[src/rtl/lifegame_gen_ctrl.sv]
// Generation sequencer for a double-buffered life grid. Decisions are made on frame boundaries only, and every output is a flop.
// Request pulses are held as sticky flags until the next frame_end. The block never stalls and has no backpressure.
module lifegame_gen_ctrl #(
  parameter int H_LAST = 799,
  parameter int V_LAST = 524,
  parameter int GEN_W  = 16,
  parameter int DIV_W  = 4
) (
  input  logic             clk,
  input  logic             rst,
  input  logic [9:0]       h_count,
  input  logic [9:0]       v_count,
  input  logic             run_req,
  input  logic             step_req,
  input  logic             reseed_req,
  input  logic [DIV_W-1:0] frame_div,
  output logic             bank_sel,
  output logic             seed_mode,
  output logic             wr_en_gen,
  output logic [GEN_W-1:0] gen_count,
  output logic             frame_tick,
  output logic [1:0]       state
);

  typedef enum logic [1:0] {
    ST_SEED  = 2'd0,
    ST_RUN   = 2'd1,
    ST_PAUSE = 2'd2,
    ST_STEP  = 2'd3
  } state_e;

  state_e           state_q, state_d;
  logic             bank_q, bank_d;
  logic             seed_q, seed_d;
  logic             wr_q, wr_d;
  logic             tick_q, tick_d;
  logic [GEN_W-1:0] gen_q, gen_d;
  logic [DIV_W-1:0] div_q, div_d;
  logic             pend_rs_q, pend_rs_d;
  logic             pend_run_q, pend_run_d;
  logic             pend_step_q, pend_step_d;

  logic frame_end;
  logic rs_hit, run_hit, step_hit;

  assign frame_end = (h_count == 10'(H_LAST)) && (v_count == 10'(V_LAST));

  // A pulse landing on the frame_end cycle itself counts for this boundary.
  assign rs_hit   = pend_rs_q   | reseed_req;
  assign run_hit  = pend_run_q  | run_req;
  assign step_hit = pend_step_q | step_req;

  always_comb begin
    state_d     = state_q;
    bank_d      = bank_q;
    wr_d        = wr_q;
    gen_d       = gen_q;
    div_d       = div_q;
    tick_d      = 1'b0;
    pend_rs_d   = rs_hit;
    pend_run_d  = run_hit;
    pend_step_d = step_hit;

    if (frame_end) begin
      pend_rs_d   = 1'b0;
      pend_run_d  = 1'b0;
      pend_step_d = 1'b0;

      if (wr_q) begin
        bank_d = ~bank_q;
        gen_d  = (state_q == ST_SEED) ? '0 : gen_q + GEN_W'(1);
        tick_d = 1'b1;
      end

      if (rs_hit) begin
        state_d = ST_SEED;
        wr_d    = 1'b1;
        div_d   = '0;
      end else begin
        case (state_q)
          ST_SEED: begin
            state_d = ST_RUN;
            wr_d    = 1'b1;
            div_d   = '0;
          end
          ST_RUN: begin
            if (run_hit) begin
              state_d = ST_PAUSE;
              wr_d    = 1'b0;
              div_d   = '0;
            end else if (div_q >= frame_div) begin
              div_d = '0;
              wr_d  = 1'b1;
            end else begin
              div_d = div_q + DIV_W'(1);
              wr_d  = 1'b0;
            end
          end
          ST_PAUSE: begin
            if (run_hit) begin
              state_d = ST_RUN;
              wr_d    = 1'b1;
              div_d   = '0;
            end else if (step_hit) begin
              state_d = ST_STEP;
              wr_d    = 1'b1;
            end else begin
              wr_d = 1'b0;
            end
          end
          default: begin
            // Run toggle out of a single step resumes free-running.
            if (run_hit) begin
              state_d = ST_RUN;
              wr_d    = 1'b1;
              div_d   = '0;
            end else begin
              state_d = ST_PAUSE;
              wr_d    = 1'b0;
            end
          end
        endcase
      end
    end

    seed_d = (state_d == ST_SEED);
  end

  always_ff @(posedge clk or negedge rst) begin
    if (!rst) begin
      state_q     <= ST_SEED;
      bank_q      <= 1'b0;
      seed_q      <= 1'b1;
      wr_q        <= 1'b1;
      tick_q      <= 1'b0;
      gen_q       <= '0;
      div_q       <= '0;
      pend_rs_q   <= 1'b0;
      pend_run_q  <= 1'b0;
      pend_step_q <= 1'b0;
    end else begin
      state_q     <= state_d;
      bank_q      <= bank_d;
      seed_q      <= seed_d;
      wr_q        <= wr_d;
      tick_q      <= tick_d;
      gen_q       <= gen_d;
      div_q       <= div_d;
      pend_rs_q   <= pend_rs_d;
      pend_run_q  <= pend_run_d;
      pend_step_q <= pend_step_d;
    end
  end

  assign bank_sel   = bank_q;
  assign seed_mode  = seed_q;
  assign wr_en_gen  = wr_q;
  assign gen_count  = gen_q;
  assign frame_tick = tick_q;
  assign state      = state_q;

endmodule

[config.mk]
export PLATFORM = sky130hd
export DESIGN_NAME = lifegame_gen_ctrl
export DESIGN_NICKNAME = d
export VERILOG_FILES = /design/src/rtl/lifegame_gen_ctrl.sv
export SDC_FILE = /design/constraint.sdc
export NUM_CORES = 1
export LEC_CHECK = 0
export BUFFER_PORTS_ARGS = -buffer_cell sky130_fd_sc_hd__buf_2
export CAP_MARGIN = 20
export CORE_UTILIZATION = 30
export CTS_CLUSTER_DIAMETER = 100
export CTS_CLUSTER_SIZE = 30
export DETAILED_ROUTE_END_ITERATION = 7
export PLACE_DENSITY = 0.52
export SYNTH_ARGS = -nofsm -noshare
export SYNTH_HDL_FRONTEND = slang
export SYNTH_SLANG_ARGS = --single-unit
[constraint.sdc]
create_clock -name clk -period 2 [get_ports clk]
set_input_delay 0.4 -clock clk [delete_from_list [all_inputs] [get_ports clk]]
set_output_delay 0.4 -clock clk [all_outputs]
set_load 0.03 [all_outputs]
Yosys cells after proc, flatten, opt, wreduce, memory -nomap -nowiden
Cells that the tools add are included.
Operators by class
  $add $sub $neg: 2
  multipliers: 0
  divide/modulo/power cells: 0
  order comparisons: 1
  equality and inequality tests: 4
  shift-type cells: 0
  muxes and demuxes: 25
  bitwise logic cells: 4
  reduce and logical (&&, ||, !) cells: 6
Operator list (number)
  $eq 10x10->1 const B: 2
  $add 16x1->16 const B: 1
  $mux 16: 1
  $mux 4: 4
  $mux 2: 6
  $mux 1: 11
  $pmux 4 s2: 1
  $pmux 2 s3: 1
  $add 4x1->4 const B: 1
  $ge 4x4->1: 1
  $logic_not 2->1: 2
  $reduce_and 2->1: 2
  $reduce_bool 4->1: 1
  $or 1x1->1: 3
  $pmux 1 s3: 1
  $eq 2x1->1 const B: 1
  $eq 2x2->1 const B: 1
  $logic_and 1x1->1: 1
  $not 1->1: 1
Word-level totals
  bits in registers: 29
  bits in latches: 0
  memory bits (writable): 0
  ROM bits: 0
  input bits: 29
  output and inout bits: 22
  logic and storage cells: 52
  memories kept: 0

Logic depth before layout (Yosys ltp)
  depth after elaboration: 7
  depth in mapped cells: 8
  gate-level depth less buffers: 7

Least setup slack after synthesis
No wires, ideal clock.
  path type: flip-flop to flip-flop
  from: register div_q[0]
  to: register div_q[3]
  library setup time: 95 ps
  arrival: 1834 ps
  data required time: 1905 ps
  slack: 71 ps
  cell stages (with the launch flop): 8
  path buffers: 0
  period minus slack after synthesis: 1929 ps
  path through: dfrtp_1 > inv_1 > ha_1 > nand2b_1 > a2111oi_2 > o211ai_1 > or2_1 > o31ai_1
On the way
  cells in the longest elaborated chain, start to end: 5
  elaborated cells between the ends (all ways): 6
  classes of those cells: add/sub: 1; order compare: 1; mux: 4
Ends and longest elaborated chain
  from (decl): line 38  | logic [DIV_W-1:0] div_q, div_d;
  from (signal assigned): line 148  | div_q <= div_d;
  $add 4x1->4 or $ge 4x4->1 (tied branches): line 95, 91
  $mux 4 *: line 91  | end else if (div_q >= frame_div) begin
  $mux 4 *: line 87  | if (run_hit) begin
  $pmux 4 s2 *: line 80  | case (state_q)
  $mux 4 *: line 75  | if (rs_hit) begin
Mark *: on every way between the ends. The rest lies on a longest branch, timed or not.
A chain may end at the register's enable or synchronous reset.

Final worst setup path
Ends and elaborated chain as after synthesis.

==> summary by stage <==
Status
The flow ran to the end, and the final reports show no timing, DRC or antenna violations.

Logic synthesis
The post-synthesis area per instance is 9.13 um^2. The fraction of post-synthesis cell area in the top cell type by area is around two fifths. The number of unique standard cell types used by synthesis is 38. The most used flip-flop cell after synthesis is dfrtp_1. The mapped cell area is between 1500 and 2000 um^2. Of all cell types, the one taking the most synthesized area is dfrtp_1.

The most common cell in the netlist is dfrtp_1. Summing the sequential cell areas from Yosys gives approximately 44% of the chip area. The synthesized design contains 29 register bits. When the netlist entered floorplanning its net count stood at approximately 220. The instance count of the mapped netlist is 180. For this run, the number of Yosys warnings is 0. By area the synthesized netlist is led by dfrtp_1 41%, o21ai_0 4.9%, ha_1 4.6%. The async set or reset register ratio after synthesis is between 90% and 100%. By count the netlist is led by 27 x dfrtp_1, 18 x nor2_1, 16 x o21ai_0, 13 x nand2_1, 12 x nand3_1.

The number of enable-type register cells in the synthesized netlist is 0.

Routing
Across all layers, the routed design uses 1545 vias. For this run, the detailed router's first-pass iteration total came to 4. The initial DRC count is 68. The average wire per cell in the routed design is about 13 um. The count of unresolved DRC violations after routing is 0. Dividing the detail-routed via count by the number of cells gives approximately 5. The residual antenna-violating net count after detailed routing is 0.

The routed design has 3950 um of wire.

STA
The final critical-path share of the clock period is between 90 and 100%. At the pin with the least slew margin, the transition time is ~670 ps. Setup repair after global routing left no endpoint under its margin.

The worst max-slew margin expressed relative to the limit is between 50% and 60%. The peak clock frequency supported by timing is 0.532 GHz. The total count of hold-check failures in the final report is 0.

The worst clock skew is slightly below 9 ps. The total count of max-transition violations in the final report is 0. The final worst slack is 122 ps. Setup violations remaining at the end of the flow were counted as 0.

The time the worst path needs with I/O delays and setup is approximately 1900 ps.

Floorplanning
The placement row count is 26. The area of the core is around 5200 um^2. From bottom edge to top edge, the die measures around 76 um.

The die covers 5780 um^2. In this run the horizontal extent of the chip is 76 um. The starting utilization of the core area is 31.6%. For this design the top-level I/O count stands at a little over 50.

Placement
The placed wire-length estimate is 2870 um. At the end of routability-driven placement, the weighted congestion stood at 0.748. The quantity of I/O buffers inserted on ports is 50.

The area of placed instances is between 2000 and 2500 um^2. Before CTS, the worst setup slack after placement is -69.5 ps.

Clock tree
The number of hold buffers added after cts is 0. After clock tree synthesis, the clock-pin slew on the worst setup and hold paths is around 70 ps. The buffer count from post-CTS setup fixing is 0.

The number of instances resized during post-cts repair is 0. The maximum buffer depth of the clock tree is 2. The clock latency reported for the late side of the worst-skew pair is approximately 290 ps.

The CTS tree is built. CTS placed an instance of clkbuf_8 at the clock tree root. The TritonCTS buffer count is 5. The number of H-tree levels is 2. The sink count of the clock tree is 29.

Layout
From synthesis to final layout, the design area changed by 30.5%. For this run, the post-layout net count is 276. In the final layout, the share of cells above drive strength 1 is a little under a third.

Once layout is done, the placed cells without fillers occupy ~2100 um^2. 0 antenna diodes ended up in the layout.

GRT
The initial antenna violation count is 0. The number of global-route vias before repair is 1502. The total track usage is between 10% and 20%. The global-route wire length before repair is 6930 um. The overall overflow remaining after global route is 0.

The largest net degree at the start of global routing is 30.

Worst setup path
The signal on the critical path passes through inv_1 -> ha_1 -> nand2b_1 -> a2111oi_4 -> o211ai_1 -> or2_1 -> o31ai_1. The count of buffering cells on the critical path with inverters included is 1. The largest fanout on the critical path is 2. For this design, the slowest cell found on the critical path is a2111oi_4. The delay contributed by the slowest stage of the critical path is 380 ps.

The worst setup path is captured at a flop. The signal arrival time at the worst endpoint is between 2000 and 2500 ps. The critical path class is flop to flop. Broken down by cell family, the worst path's largest delay share belongs to compound AO/OA/AOI/OAI gates. For the worst setup path, the data required time is around 2200 ps. The sort of element at the start of the critical path is a flop.

Min path
The class of the worst hold path is input port to async pin.

Pwr
The worst-case IR drop observed on VDD is between 0.4 and 0.5 mV. Summed over all cells, the static leakage comes to approximately 1.0 nW. Power spread over the standard cell area amounts to slightly below 600 nW/um^2.

Flow run
The tool flagged a number of max-cap violations equal to 0.
[per-layer routing]
metal | share of wire [%] | routed length, um | vias to the layer above | global-route usage, %
li1 | - | - | 786 | -
met1 | 50 | 1980 | 719 | 19.9
met2 | 45 | 1770 | 33 | 23.6
met3 | 3.2 | 127 | 7 | 2.99
met4 | 1.8 | 72 | 0 | 6.92
met5 | 0 | 0 | - | 0
[cells by family (layout without fill, tap and decap cells)]
logic type	count (synthesis)	count (layout)	synth area share, %
buffers and inverters	12	74	3.88
DFF	29	29	44.3
AOI/OAI and AO/OA	54	54	21.2
adders and majority gates	6	6	4.57
and+or+nand+nor	78	78	25.4
xor gates and xnor gates	1	1	0.533
[state kept, by name, summed over array words and instances, names as in the netlist]
signal       flops
wr_en_gen        1
state            2
gen_count       16
seed_mode        1
bank_sel         1
pend_step_q      1
div_q            4
pend_rs_q        1
pend_run_q       1
frame_tick       1
[cell usage in the layout, fill, tap and decap left out, drive strengths merged, types with 2 or more instances in the layout]
cell,n
and3,5
a31oi,4
and2,2
clkbuf,7
nor2,19
nor3,3
nor4,4
a21o,2
o31ai,11
dfrtp,27
ha,6
a21oi,6
inv,6
or3,2
nand2b,6
or2,2
buf,60
nand4,3
nand2,13
nand3,13
dfstp,2
a2bb2oi,2
nor4bb,2
o21ai,25
[final timing paths]
kind | start | to | slack, ps | cells after the start
max | div_q[0]$_DFFE_PN0P_ | div_q[3]$_DFFE_PN0P_ | 120 | 7
min | rst | gen_count[15]$_DFFE_PN0P_ | 150 | 1
max reg2reg | div_q[0]$_DFFE_PN0P_ | div_q[3]$_DFFE_PN0P_ | 120 | 7
min reg2reg | bank_sel$_DFFE_PN0P_ | bank_sel$_DFFE_PN0P_ | 470 | 1
max in group asynchronous | rst | gen_count[1]$_DFFE_PN0P_ | 1410 | 1
min in group clk | step_req | pend_step_q$_DFF_PN0_ | 400 | 3
[area by class of cell]
class | count | area, um^2
clock buffer | 7 | 86.3
multi-input combinational | 139 | 863
timing repair buffer | 60 | 325
sequential | 29 | 728
fill | 565 | 3060
inverter | 6 | 22.5
tap | 70 | 87.6
clock inverter | 1 | 30.0
[power breakdown]
group	internal (mW)	total (mW)	leakage (nW)	switching (mW)
registers	0.587	0.587	0.383	0.00000825
logic	0.0279	0.0529	0.571	0.0249
clock network	0.406	0.635	0.0585	0.229
total	1.02	1.27	1.01	0.254
[through the flow]
| stage | TNS, ps | hold WS, ps | instances | util, % | total power, mW |
|---|---|---|---|---|---|
| 6_report | 0 | 145 | 312 | 41.2 | 1.27 |
| 5_1_grt | 0 | 196 | 312 | 41.2 | 1.32 |
| 4_1_cts | 0 | 175 | 312 | 40.9 | 1.29 |
| 3_5_place_dp | -119 | 464 | 304 | 38.7 | 0.650 |
| 3_3_place_gp | 0 | 462 | 304 | 38.7 | 0.648 |
| 2_1_floorplan | 0 | 104 | 180 | - | 0.609 |
(Power assumes the default switching activity.)
